<file path="src/rtl/fetch_unit.sv">
//==============================================================================
// Module      : fetch_unit
// Description : Instruction-fetch stage. Holds the PC, issues one request at a
//               time to instruction memory, presents instruction + PC+4 to
//               IF/ID, applies branch/jump redirects and drives the IF/ID flush.
//               Optional macro FETCH_PERF_CNT_EN builds the fetch/squash counters.
// Revision    : 1.0 - initial release
//==============================================================================
`default_nettype none

module fetch_unit #(
    parameter logic [31:0] RESET_PC = 32'h0000_0000
) (
    input  logic        clk_i,
    input  logic        rst_i,
    input  logic        start_i,
    input  logic        stall_i,
    input  logic        branch_i,
    input  logic [31:0] branch_target_i,
    input  logic        jump_i,
    input  logic [31:0] jump_target_i,
    output logic        imem_req_o,
    output logic [31:0] imem_addr_o,
    input  logic        imem_ack_i,
    input  logic [31:0] imem_data_i,
    output logic [31:0] inst_o,
    output logic [31:0] pc_o,
    output logic        inst_valid_o,
    output logic        flush_o,
    output logic [31:0] fetch_cnt_o,
    output logic [31:0] squash_cnt_o
);

    localparam logic [31:0] c_PC_STEP = 32'd4;

    typedef enum logic [1:0] {
        ST_IDLE = 2'd0,
        ST_REQ  = 2'd1,
        ST_HOLD = 2'd2
    } state_t;

    state_t      r_state;
    logic [31:0] r_pc;
    logic [31:0] r_inst;
    logic [31:0] r_pc_out;
    logic        r_valid;
    logic        r_squash;

    logic        w_redirect;
    logic [31:0] w_target;
    logic [31:0] w_pc_next;

    assign w_redirect = branch_i | jump_i;
    assign w_target   = jump_i ? jump_target_i : branch_target_i;
    assign w_pc_next  = r_pc + c_PC_STEP;

    assign imem_req_o   = (r_state == ST_REQ);
    assign imem_addr_o  = r_pc;
    assign inst_o       = r_inst;
    assign pc_o         = r_pc_out;
    assign inst_valid_o = r_valid;
    assign flush_o      = rst_i & w_redirect;

    always_ff @(posedge clk_i) begin
        if (!rst_i) begin
            r_state  <= ST_IDLE;
            r_pc     <= RESET_PC;
            r_squash <= 1'b0;
            r_inst   <= '0;
            r_pc_out <= '0;
            r_valid  <= 1'b0;
        end else begin
            case (r_state)
                ST_IDLE: begin
                    if (w_redirect) r_pc <= w_target;
                    if (start_i)    r_state <= ST_REQ;
                end
                ST_REQ: begin
                    if (w_redirect) begin
                        // A response still in flight must be thrown away once it arrives.
                        r_pc     <= w_target;
                        r_squash <= ~imem_ack_i;
                    end else if (imem_ack_i) begin
                        if (r_squash) begin
                            r_squash <= 1'b0;
                        end else begin
                            r_inst   <= imem_data_i;
                            r_pc_out <= w_pc_next;
                            r_valid  <= 1'b1;
                            r_state  <= ST_HOLD;
                        end
                    end
                end
                ST_HOLD: begin
                    if (w_redirect || !stall_i) begin
                        r_pc     <= w_redirect ? w_target : w_pc_next;
                        r_inst   <= '0;
                        r_pc_out <= '0;
                        r_valid  <= 1'b0;
                        r_state  <= ST_REQ;
                    end
                end
                default: r_state <= ST_IDLE;
            endcase
        end
    end

`ifdef FETCH_PERF_CNT_EN
    logic [31:0] r_fetch_cnt;
    logic [31:0] r_squash_cnt;
    logic        w_fetch_inc;
    logic        w_squash_inc;

    assign w_fetch_inc  = (r_state == ST_HOLD) && !stall_i && !w_redirect;
    assign w_squash_inc = ((r_state == ST_REQ) && imem_ack_i && (r_squash || w_redirect)) ||
                          ((r_state == ST_HOLD) && w_redirect);

    always_ff @(posedge clk_i) begin
        if (!rst_i) begin
            r_fetch_cnt  <= '0;
            r_squash_cnt <= '0;
        end else begin
            if (w_fetch_inc)  r_fetch_cnt  <= r_fetch_cnt + 32'd1;
            if (w_squash_inc) r_squash_cnt <= r_squash_cnt + 32'd1;
        end
    end

    assign fetch_cnt_o  = r_fetch_cnt;
    assign squash_cnt_o = r_squash_cnt;
`else
    assign fetch_cnt_o  = '0;
    assign squash_cnt_o = '0;
`endif

endmodule

`default_nettype wire
</file>
<file path="config.mk">
export PLATFORM = sky130hd
export DESIGN_NAME = fetch_unit
export DESIGN_NICKNAME = d
export VERILOG_FILES = /design/src/rtl/fetch_unit.sv
export SDC_FILE = /design/constraint.sdc
export NUM_CORES = 1
export LEC_CHECK = 0
export ABC_CLOCK_PERIOD_IN_PS = 2300
export CAP_MARGIN = 10
export CORE_ASPECT_RATIO = 2
export CORE_MARGIN = 2
export CORE_UTILIZATION = 42
export CTS_BUF_LIST = sky130_fd_sc_hd__clkbuf_4 sky130_fd_sc_hd__clkbuf_8 sky130_fd_sc_hd__clkbuf_16
export DETAILED_ROUTE_END_ITERATION = 8
export PLACE_DENSITY_LB_ADDON = 0.12
export SLEW_MARGIN = 20
export SYNTH_ARGS = -nofsm -noshare
export SYNTH_HDL_FRONTEND = slang
export SYNTH_SLANG_ARGS = --single-unit
</file>
<file path="constraint.sdc">
create_clock -name clk_i -period 2.3 [get_ports clk_i]
set_input_delay 0.345 -clock clk_i [delete_from_list [all_inputs] [get_ports clk_i]]
set_output_delay 0.345 -clock clk_i [all_outputs]
set_load 0.02 [all_outputs]
</file>
==> flow_results.xml, run 1 <==
<?xml version="1.0" encoding="UTF-8"?>
<metrics>
  <group name="place">
    <metric name="gp_congestion" unit="">0.957</metric>
    <metric name="preCtsSetupSlack" unit="ns">-0.201</metric>
    <metric name="hpwlAfterDp" unit="um">14300</metric>
    <metric name="number_of_port_buffers" unit="">201</metric>
  </group>
  <group name="routing">
    <metric name="drt_first_pass_iters" unit="">5</metric>
    <metric name="topRoutingLayerUsed" unit="">met4</metric>
    <metric name="wirelength_met1" unit="um">6410</metric>
    <metric name="total_number_of_vias" unit="">5629</metric>
    <metric name="drt-vias-per-instance" unit="">5.40</metric>
    <metric name="post-route-drc-count" unit="">0</metric>
    <metric name="met2_length" unit="um">10200</metric>
    <metric name="wirelength" unit="um">18700</metric>
    <metric name="antenna_violating_nets_post_route" unit="">0</metric>
    <metric name="dr_wl_met3" unit="um">1170</metric>
    <metric name="detail_route.wl_per_cell" unit="um">17.9</metric>
    <metric name="iter_0_drt_violations" unit="">300</metric>
  </group>
  <group name="job">
    <metric name="cap_viol_max_count" unit="">0</metric>
  </group>
  <group name="synth">
    <metric name="netlist_top_cells_area" unit="">dfxtp_1 (36%), buf_4 (8.6%), a22oi_1 (6.9%)</metric>
    <metric name="instance_count_of_the_mapped_netlist" unit="">682</metric>
    <metric name="synthesis.yosys.warnings" unit="">0</metric>
    <metric name="synth.most_common_cell" unit="">dfxtp_1</metric>
    <metric name="ys_seq_area_share" unit="%">35.8</metric>
    <metric name="synth_top_area_share" unit="%">35.8</metric>
    <metric name="synthesis.area" unit="um2">5590</metric>
    <metric name="syn_area_per_cell" unit="um2">8.19</metric>
    <metric name="synth_seq_cells" unit="">100</metric>
    <metric name="synth_top_flop_cell" unit="">dfxtp_1</metric>
    <metric name="count_of_flip_flops_with_a_built_in_enable_after_synthesis" unit="">0</metric>
    <metric name="ys_top_cells_by_count" unit="">dfxtp_1 (100), nor2_1 (81), buf_4 (64)</metric>
    <metric name="netlist-cell-type-count" unit="">60</metric>
    <metric name="async_reset_ff_share" unit="%">0</metric>
    <metric name="synth_area_leader_cell" unit="">dfxtp_1</metric>
  </group>
  <group name="cts">
    <metric name="clk_latency" unit="ns">0.35</metric>
    <metric name="post_cts_buffers" unit="">0</metric>
    <metric name="cts_hold_repair.buffers" unit="">0</metric>
    <metric name="htree_levels" unit="">3</metric>
    <metric name="cts_tree" unit="">built</metric>
    <metric name="cts_buffers" unit="">9</metric>
    <metric name="clock_path_buffers" unit="">2</metric>
    <metric name="cts_sinks" unit="">100</metric>
    <metric name="clk_root_buffer_cell" unit="">clkbuf_16</metric>
    <metric name="clkSlewWorstSetupHoldPaths" unit="ns">0.07</metric>
  </group>
  <group name="timing">
    <metric name="final.period_utilization" unit="%">93.4</metric>
    <metric name="max-slew-margin-rel" unit="%">29.4</metric>
    <metric name="final-setup-viol-count" unit="">0</metric>
    <metric name="grt_setup_unrepaired" unit="">yes</metric>
    <metric name="timing.final.hold_violations" unit="">0</metric>
    <metric name="clock_skew" unit="ns">0.00790</metric>
    <metric name="finalHoldWorstSlack" unit="ns">0.449</metric>
    <metric name="final_max_slew_viol_count" unit="">0</metric>
    <metric name="layout_min_cycle_time" unit="ns">2.15</metric>
    <metric name="worst_slack" unit="ns">0.153</metric>
    <metric name="max_freq" unit="MHz">466</metric>
    <metric name="worst_slew_pin_slew" unit="ns">1.05</metric>
  </group>
  <group name="critical_path">
    <metric name="timing.critical_path.fanout_max" unit="">46</metric>
    <metric name="worstSetupEndpointType" unit="">flop</metric>
    <metric name="worst_path_max_delay_cell" unit="">nor2_4</metric>
    <metric name="crit_chain" unit="">clkdlybuf4s50_1, nor4b_1, and2_2, nor2_4, a22oi_1, nor2_1</metric>
    <metric name="worst_path_largest_cell_delay" unit="ns">0.78</metric>
    <metric name="worst_setup_path_class" unit="">in2reg</metric>
    <metric name="required" unit="ns">2.58</metric>
    <metric name="critical_path_arrival" unit="ns">2.43</metric>
    <metric name="worst_setup_path_start_kind" unit="">input port</metric>
  </group>
  <group name="pwr">
    <metric name="power_density" unit="nW/um2">544</metric>
    <metric name="leakagePower" unit="nW">3.06</metric>
    <metric name="power.ir.vdd_worst" unit="uV">430</metric>
  </group>
  <group name="floorplanning">
    <metric name="ioPinCount" unit="">266</metric>
    <metric name="die_outline_area" unit="um2">14300</metric>
    <metric name="die_span_x" unit="um">85.6</metric>
    <metric name="coreArea" unit="um2">13000</metric>
    <metric name="floorplan.die.height" unit="um">167</metric>
    <metric name="row_count" unit="">59</metric>
    <metric name="floorplan.initialDensity" unit="%">43.0</metric>
  </group>
  <group name="global_route">
    <metric name="grt_start_max_net_pins" unit="">75</metric>
    <metric name="first_global_vias" unit="">5687</metric>
    <metric name="gr-usage-all-layers" unit="%">25.8</metric>
    <metric name="grt_antenna_before_repair" unit="">0</metric>
    <metric name="global_route.overflow_total" unit="">0</metric>
    <metric name="wire_length_of_the_first_global_routing_pass" unit="um">29200</metric>
  </group>
  <group name="finish">
    <metric name="drive_above_1_share" unit="%">9.89</metric>
    <metric name="finalNetCount" unit="">989</metric>
    <metric name="n_antenna_cell" unit="">0</metric>
    <metric name="area_growth_syn_to_layout" unit="%">44.1</metric>
  </group>
  <group name="min_path">
    <metric name="worst_hold_path_type" unit="">reg2reg</metric>
  </group>
  <group name="status">
    <metric name="status" unit="">completed</metric>
  </group>
</metrics>
area by class of cell:
type	instances	area, um2
repair buffers	246	2410
clock inverters	6	77.6
fillers	1190	4940
clock buffers	10	239
well taps	152	190
multi-input cells	524	3120
inverters	4	15.0
flip-flops and latches	100	2000
stage by stage:
stage / TNS (ns) / total power [W] / utilization [%] / area, um2 / std cells
2_1_floorplan: 0 / 0.00243 / - / 5820 / 745
3_3_place_gp: -3.12 / 0.00279 / 59.5 / 7730 / 1026
3_5_place_dp: -8.62 / 0.00280 / 59.5 / 7730 / 1026
4_1_cts: 0 / 0.00440 / 62.0 / 8050 / 1042
5_1_grt: -0.00483 / 0.00454 / 62.0 / 8050 / 1042
6_report: 0 / 0.00438 / 62.0 / 8050 / 1042
flip-flops by register name, indices dropped and copies added (netlist names):
name and flops:
pc_o 32, r_state 2, inst_o 32, r_squash 1, imem_addr_o 32, inst_valid_o 1
what timing repair did:
| item | 4_1_cts | 5_1_grt |
|---|---|---|
| setup endpoints to repair | 0 | 2 |
| endpoints found under the hold margin | 0 | 0 |
| gates resized for setup | 0 | 1 |
placed cells by master, fill, tap and decap left out, types with 8 or more instances in the layout:
cell / count
xor2_1: 8
clkdlybuf4s50_1: 200
a22oi_1: 51
dfxtp_1: 100
o21ai_1: 22
clkbuf_16: 9
conb_1: 64
mux2i_1: 28
buf_4: 40
o22ai_1: 9
nand4_1: 15
nor2_1: 81
nand2_1: 51
o21ai_0: 10
a21oi_1: 30
nand3_1: 20
xnor2_1: 17
nor3_1: 19
power breakdown:
group / internal [W] / switching [W]
logic: 0.000425 / 0.000473
clock network: 0.000896 / 0.000724
registers: 0.00179 / 0.0000737
total: 0.00311 / 0.00127
critical path: cells and delay by family:
| kind | cells | cell delay [ns] |
|---|---|---|
| simple gates | 4 | 1.27 |
| compound gates | 1 | 0.20 |
| buf+inv | 1 | 0.58 |
path summary, 6_finish.rpt:
check / from / end / slack, ns / depth (start not counted)
min: pc_o[29] / pc_o[29] / 0.45 / 2
min reg2reg: pc_o[29] / pc_o[29] / 0.45 / 2
max: branch_i / pc_o[7] / 0.15 / 6
max reg2reg: imem_addr_o[16] / imem_addr_o[30] / 0.20 / 5
cell families (layout without fill, tap and decap cells):
| family | after synthesis | in the layout | synth area share, % |
|---|---|---|---|
| flip-flops | 100 | 100 | 35.8 |
| other | 1 | 64 | 0.0671 |
| AND/OR/NAND/NOR | 239 | 239 | 22.1 |
| buffers and inverters | 121 | 266 | 12.9 |
| XOR/XNOR | 25 | 25 | 3.92 |
| multiplexers | 34 | 34 | 6.23 |
| AO/OA/AOI/OAI | 161 | 161 | 18.8 |
| adder cells (fa/ha/maj) | 1 | 1 | 0.224 |
per-layer routing:
layer | vias to the layer above | global-route usage (%)
met5 | - | 0
met4 | 0 | 14.4
met3 | 50 | 5.52
met2 | 248 | 48.2
met1 | 2627 | 25.4
li1 | 2704 | -
Power figures use the tool's default switching activity.
==> run 2: changes to the inputs <==
--- a/config.mk
+++ b/config.mk
@@ -9,7 +9,7 @@
 export CAP_MARGIN = 10
 export CORE_ASPECT_RATIO = 2
 export CORE_MARGIN = 2
-export CORE_UTILIZATION = 42
+export CORE_UTILIZATION = 30
 export CTS_BUF_LIST = sky130_fd_sc_hd__clkbuf_4 sky130_fd_sc_hd__clkbuf_8 sky130_fd_sc_hd__clkbuf_16
 export DETAILED_ROUTE_END_ITERATION = 8
 export PLACE_DENSITY_LB_ADDON = 0.12
==> run 2 against run 1 <==
Register-to-register slack about the same. Sequential power about the same. Sequential share of layout area down 0.11 points. Non-clock buffer count up 4. Worst setup slack worse by 0.011 ns. Fmax down 0.52%. Die area up 38%. Utilization down 18 points. Largest power group unchanged.
==> flow_results.xml, run 2 (synthesized netlist as in run 1, its figures left out) <==
<?xml version="1.0" encoding="UTF-8"?>
<metrics>
  <group name="floorplanning">
    <metric name="die_span_x" unit="um">100</metric>
    <metric name="ioPinCount" unit="">266</metric>
    <metric name="die_outline_area" unit="um2">19800</metric>
    <metric name="floorplan.initialDensity" unit="%">30.5</metric>
    <metric name="row_count" unit="">70</metric>
    <metric name="floorplan.die.height" unit="um">197</metric>
    <metric name="coreArea" unit="um2">18300</metric>
  </group>
  <group name="pwr">
    <metric name="clkPwrFrac" unit="%">35.1</metric>
    <metric name="leakagePower" unit="nW">3.06</metric>
    <metric name="p_int" unit="W">0.00297</metric>
    <metric name="power.switching_fraction" unit="%">30.3</metric>
    <metric name="power.ir.vdd_worst" unit="uV">293</metric>
    <metric name="power_density" unit="nW/um2">527</metric>
    <metric name="power.total" unit="W">0.00426</metric>
    <metric name="combPwrFrac" unit="%">21.2</metric>
    <metric name="p_seq_share" unit="%">43.7</metric>
    <metric name="netSwitchingPower" unit="W">0.00129</metric>
  </group>
  <group name="timing">
    <metric name="max_freq" unit="MHz">463</metric>
    <metric name="worst_slew_pin_slew" unit="ns">1.10</metric>
    <metric name="final_max_slew_viol_count" unit="">0</metric>
    <metric name="clock_skew" unit="ns">0.0141</metric>
    <metric name="final-setup-viol-count" unit="">0</metric>
    <metric name="worst_slack" unit="ns">0.142</metric>
    <metric name="final.period_utilization" unit="%">93.8</metric>
    <metric name="grt_setup_unrepaired" unit="">no</metric>
    <metric name="layout_min_cycle_time" unit="ns">2.16</metric>
    <metric name="timing.final.hold_violations" unit="">0</metric>
    <metric name="max-slew-margin-rel" unit="%">26.1</metric>
  </group>
  <group name="critical_path">
    <metric name="r2r_start" unit="">r_state[0]</metric>
    <metric name="worstSetupEndpointType" unit="">output pin</metric>
    <metric name="worst_setup_path_start_kind" unit="">flop</metric>
    <metric name="critical_path_arrival" unit="ns">1.81</metric>
    <metric name="cp-startpoint" unit="">r_state[0]</metric>
    <metric name="worst_setup_path_class" unit="">reg2out</metric>
    <metric name="timing.critical_path.fanout_max" unit="">7</metric>
    <metric name="required" unit="ns">1.96</metric>
  </group>
  <group name="routing">
    <metric name="wirelength" unit="um">19700</metric>
    <metric name="drt-vias-per-instance" unit="">4.99</metric>
    <metric name="post-route-drc-count" unit="">0</metric>
    <metric name="drt_first_pass_iters" unit="">4</metric>
    <metric name="detail_route.wl_per_cell" unit="um">17.8</metric>
    <metric name="antenna_violating_nets_post_route" unit="">0</metric>
    <metric name="iter_0_drt_violations" unit="">202</metric>
    <metric name="total_number_of_vias" unit="">5535</metric>
  </group>
  <group name="place">
    <metric name="number_of_port_buffers" unit="">201</metric>
    <metric name="preCtsSetupSlack" unit="ns">-0.194</metric>
    <metric name="dpl_cell_area" unit="um2">7810</metric>
    <metric name="placed_cells" unit="">1094</metric>
    <metric name="gp_congestion" unit="">0.910</metric>
    <metric name="hpwlAfterDp" unit="um">15400</metric>
  </group>
  <group name="finish">
    <metric name="n_antenna_cell" unit="">0</metric>
    <metric name="finalNetCount" unit="">993</metric>
    <metric name="fillers" unit="">1829</metric>
    <metric name="area_growth_syn_to_layout" unit="%">44.8</metric>
    <metric name="layout_commonest_cell" unit="">clkdlybuf4s50_1</metric>
    <metric name="drive_above_1_share" unit="%">10.1</metric>
    <metric name="final_cell_count_no_fill" unit="">1109</metric>
    <metric name="post-route-util" unit="%">44.2</metric>
    <metric name="layout_common_cells" unit="">clkdlybuf4s50_1 (200), dfxtp_1 (100), nor2_1 (81)</metric>
    <metric name="final_area" unit="um2">8090</metric>
  </group>
  <group name="min_path">
    <metric name="hp-start" unit="">pc_o[29]</metric>
    <metric name="worst_hold_path_type" unit="">reg2reg</metric>
  </group>
  <group name="cts">
    <metric name="cts_hold_repair.buffers" unit="">0</metric>
    <metric name="clkSlewWorstSetupHoldPaths" unit="ns">0.08</metric>
    <metric name="htree_levels" unit="">3</metric>
    <metric name="clk_root_buffer_cell" unit="">clkbuf_16</metric>
    <metric name="cts_sinks" unit="">100</metric>
    <metric name="clock_path_buffers" unit="">2</metric>
    <metric name="cts_tree" unit="">built</metric>
    <metric name="post_cts_buffers" unit="">0</metric>
    <metric name="cts.repair.resized" unit="">0</metric>
    <metric name="clk_latency" unit="ns">0.35</metric>
    <metric name="cts_buffers" unit="">9</metric>
  </group>
  <group name="job">
    <metric name="cap_viol_max_count" unit="">0</metric>
  </group>
  <group name="global_route">
    <metric name="global_route.overflow_total" unit="">0</metric>
    <metric name="first_global_vias" unit="">5659</metric>
    <metric name="grt_start_max_net_pins" unit="">75</metric>
    <metric name="gr-usage-all-layers" unit="%">19.7</metric>
    <metric name="wire_length_of_the_first_global_routing_pass" unit="um">30400</metric>
    <metric name="grt_antenna_before_repair" unit="">0</metric>
  </group>
  <group name="status">
    <metric name="status" unit="">completed</metric>
  </group>
</metrics>
[run 2: cell types whose count changed in the layout (fill, tap and decap cells not counted)]
cell,change
nor2b_1,+1
clkbuf_8,-1
clkinv_4,+1
bufinv_16,-1
buf_4,+7
buf_12,-3
nor2b_2,-1
[run 2: final timing paths]
check / end / slack [ns] / cells past startpoint
setup reg to reg: pc_o[8] / 0.21 / 5
setup / recovery: imem_req_o / 0.14 / 2
hold reg to reg: pc_o[29] / 0.44 / 2
hold / removal: pc_o[29] / 0.44 / 2
[run 2: through the flow]
step           TNS (ns)  hold WS [ns]
3_5_place_dp      -7.88         0.438
2_1_floorplan         0         0.442
3_3_place_gp      -4.51         0.434
5_1_grt               0         0.468
6_report              0         0.441
4_1_cts               0         0.448
[run 2: layout make-up]
cell class                      instances  area [um2]  area share (%)
Sequential cell                       100        2000            24.8
Tap cell                              216         270            3.34
Timing Repair Buffer                  250        2400            29.7
Clock buffer                            9         225            2.78
Inverter                                4        15.0           0.186
Multi-Input combinational cell        524        3120            38.6
Clock inverter                          6        56.3           0.696
[run 2: layer usage]
layer | vias to the layer above | track usage, % | routed length [um]
met1 | 2596 | 19.6 | 7020
met3 | 31 | 3.79 | 1010
met2 | 196 | 38.5 | 11000
li1 | 2712 | - | -
met4 | 0 | 8.12 | 685
met5 | - | 0 | 0
[run 2: power by group through the flow]
| stage | logic, W | clock network (W) | registers (W) |
|---|---|---|---|
| 4_1_cts | 0.000907 | 0.00154 | 0.00186 |
| 5_1_grt | 0.000967 | 0.00160 | 0.00187 |
| 2_1_floorplan | 0.000473 | 0 | 0.00196 |
| 3_3_place_gp | 0.000897 | 0 | 0.00190 |
| 6_report | 0.000901 | 0.00150 | 0.00186 |
| 3_5_place_dp | 0.000904 | 0 | 0.00190 |
[run 2: critical path, stage by stage (launching register included)]
cell,delay [ns]
dfxtp_1,0.45
nor2b_1,0.34
clkdlybuf4s50_1,0.67
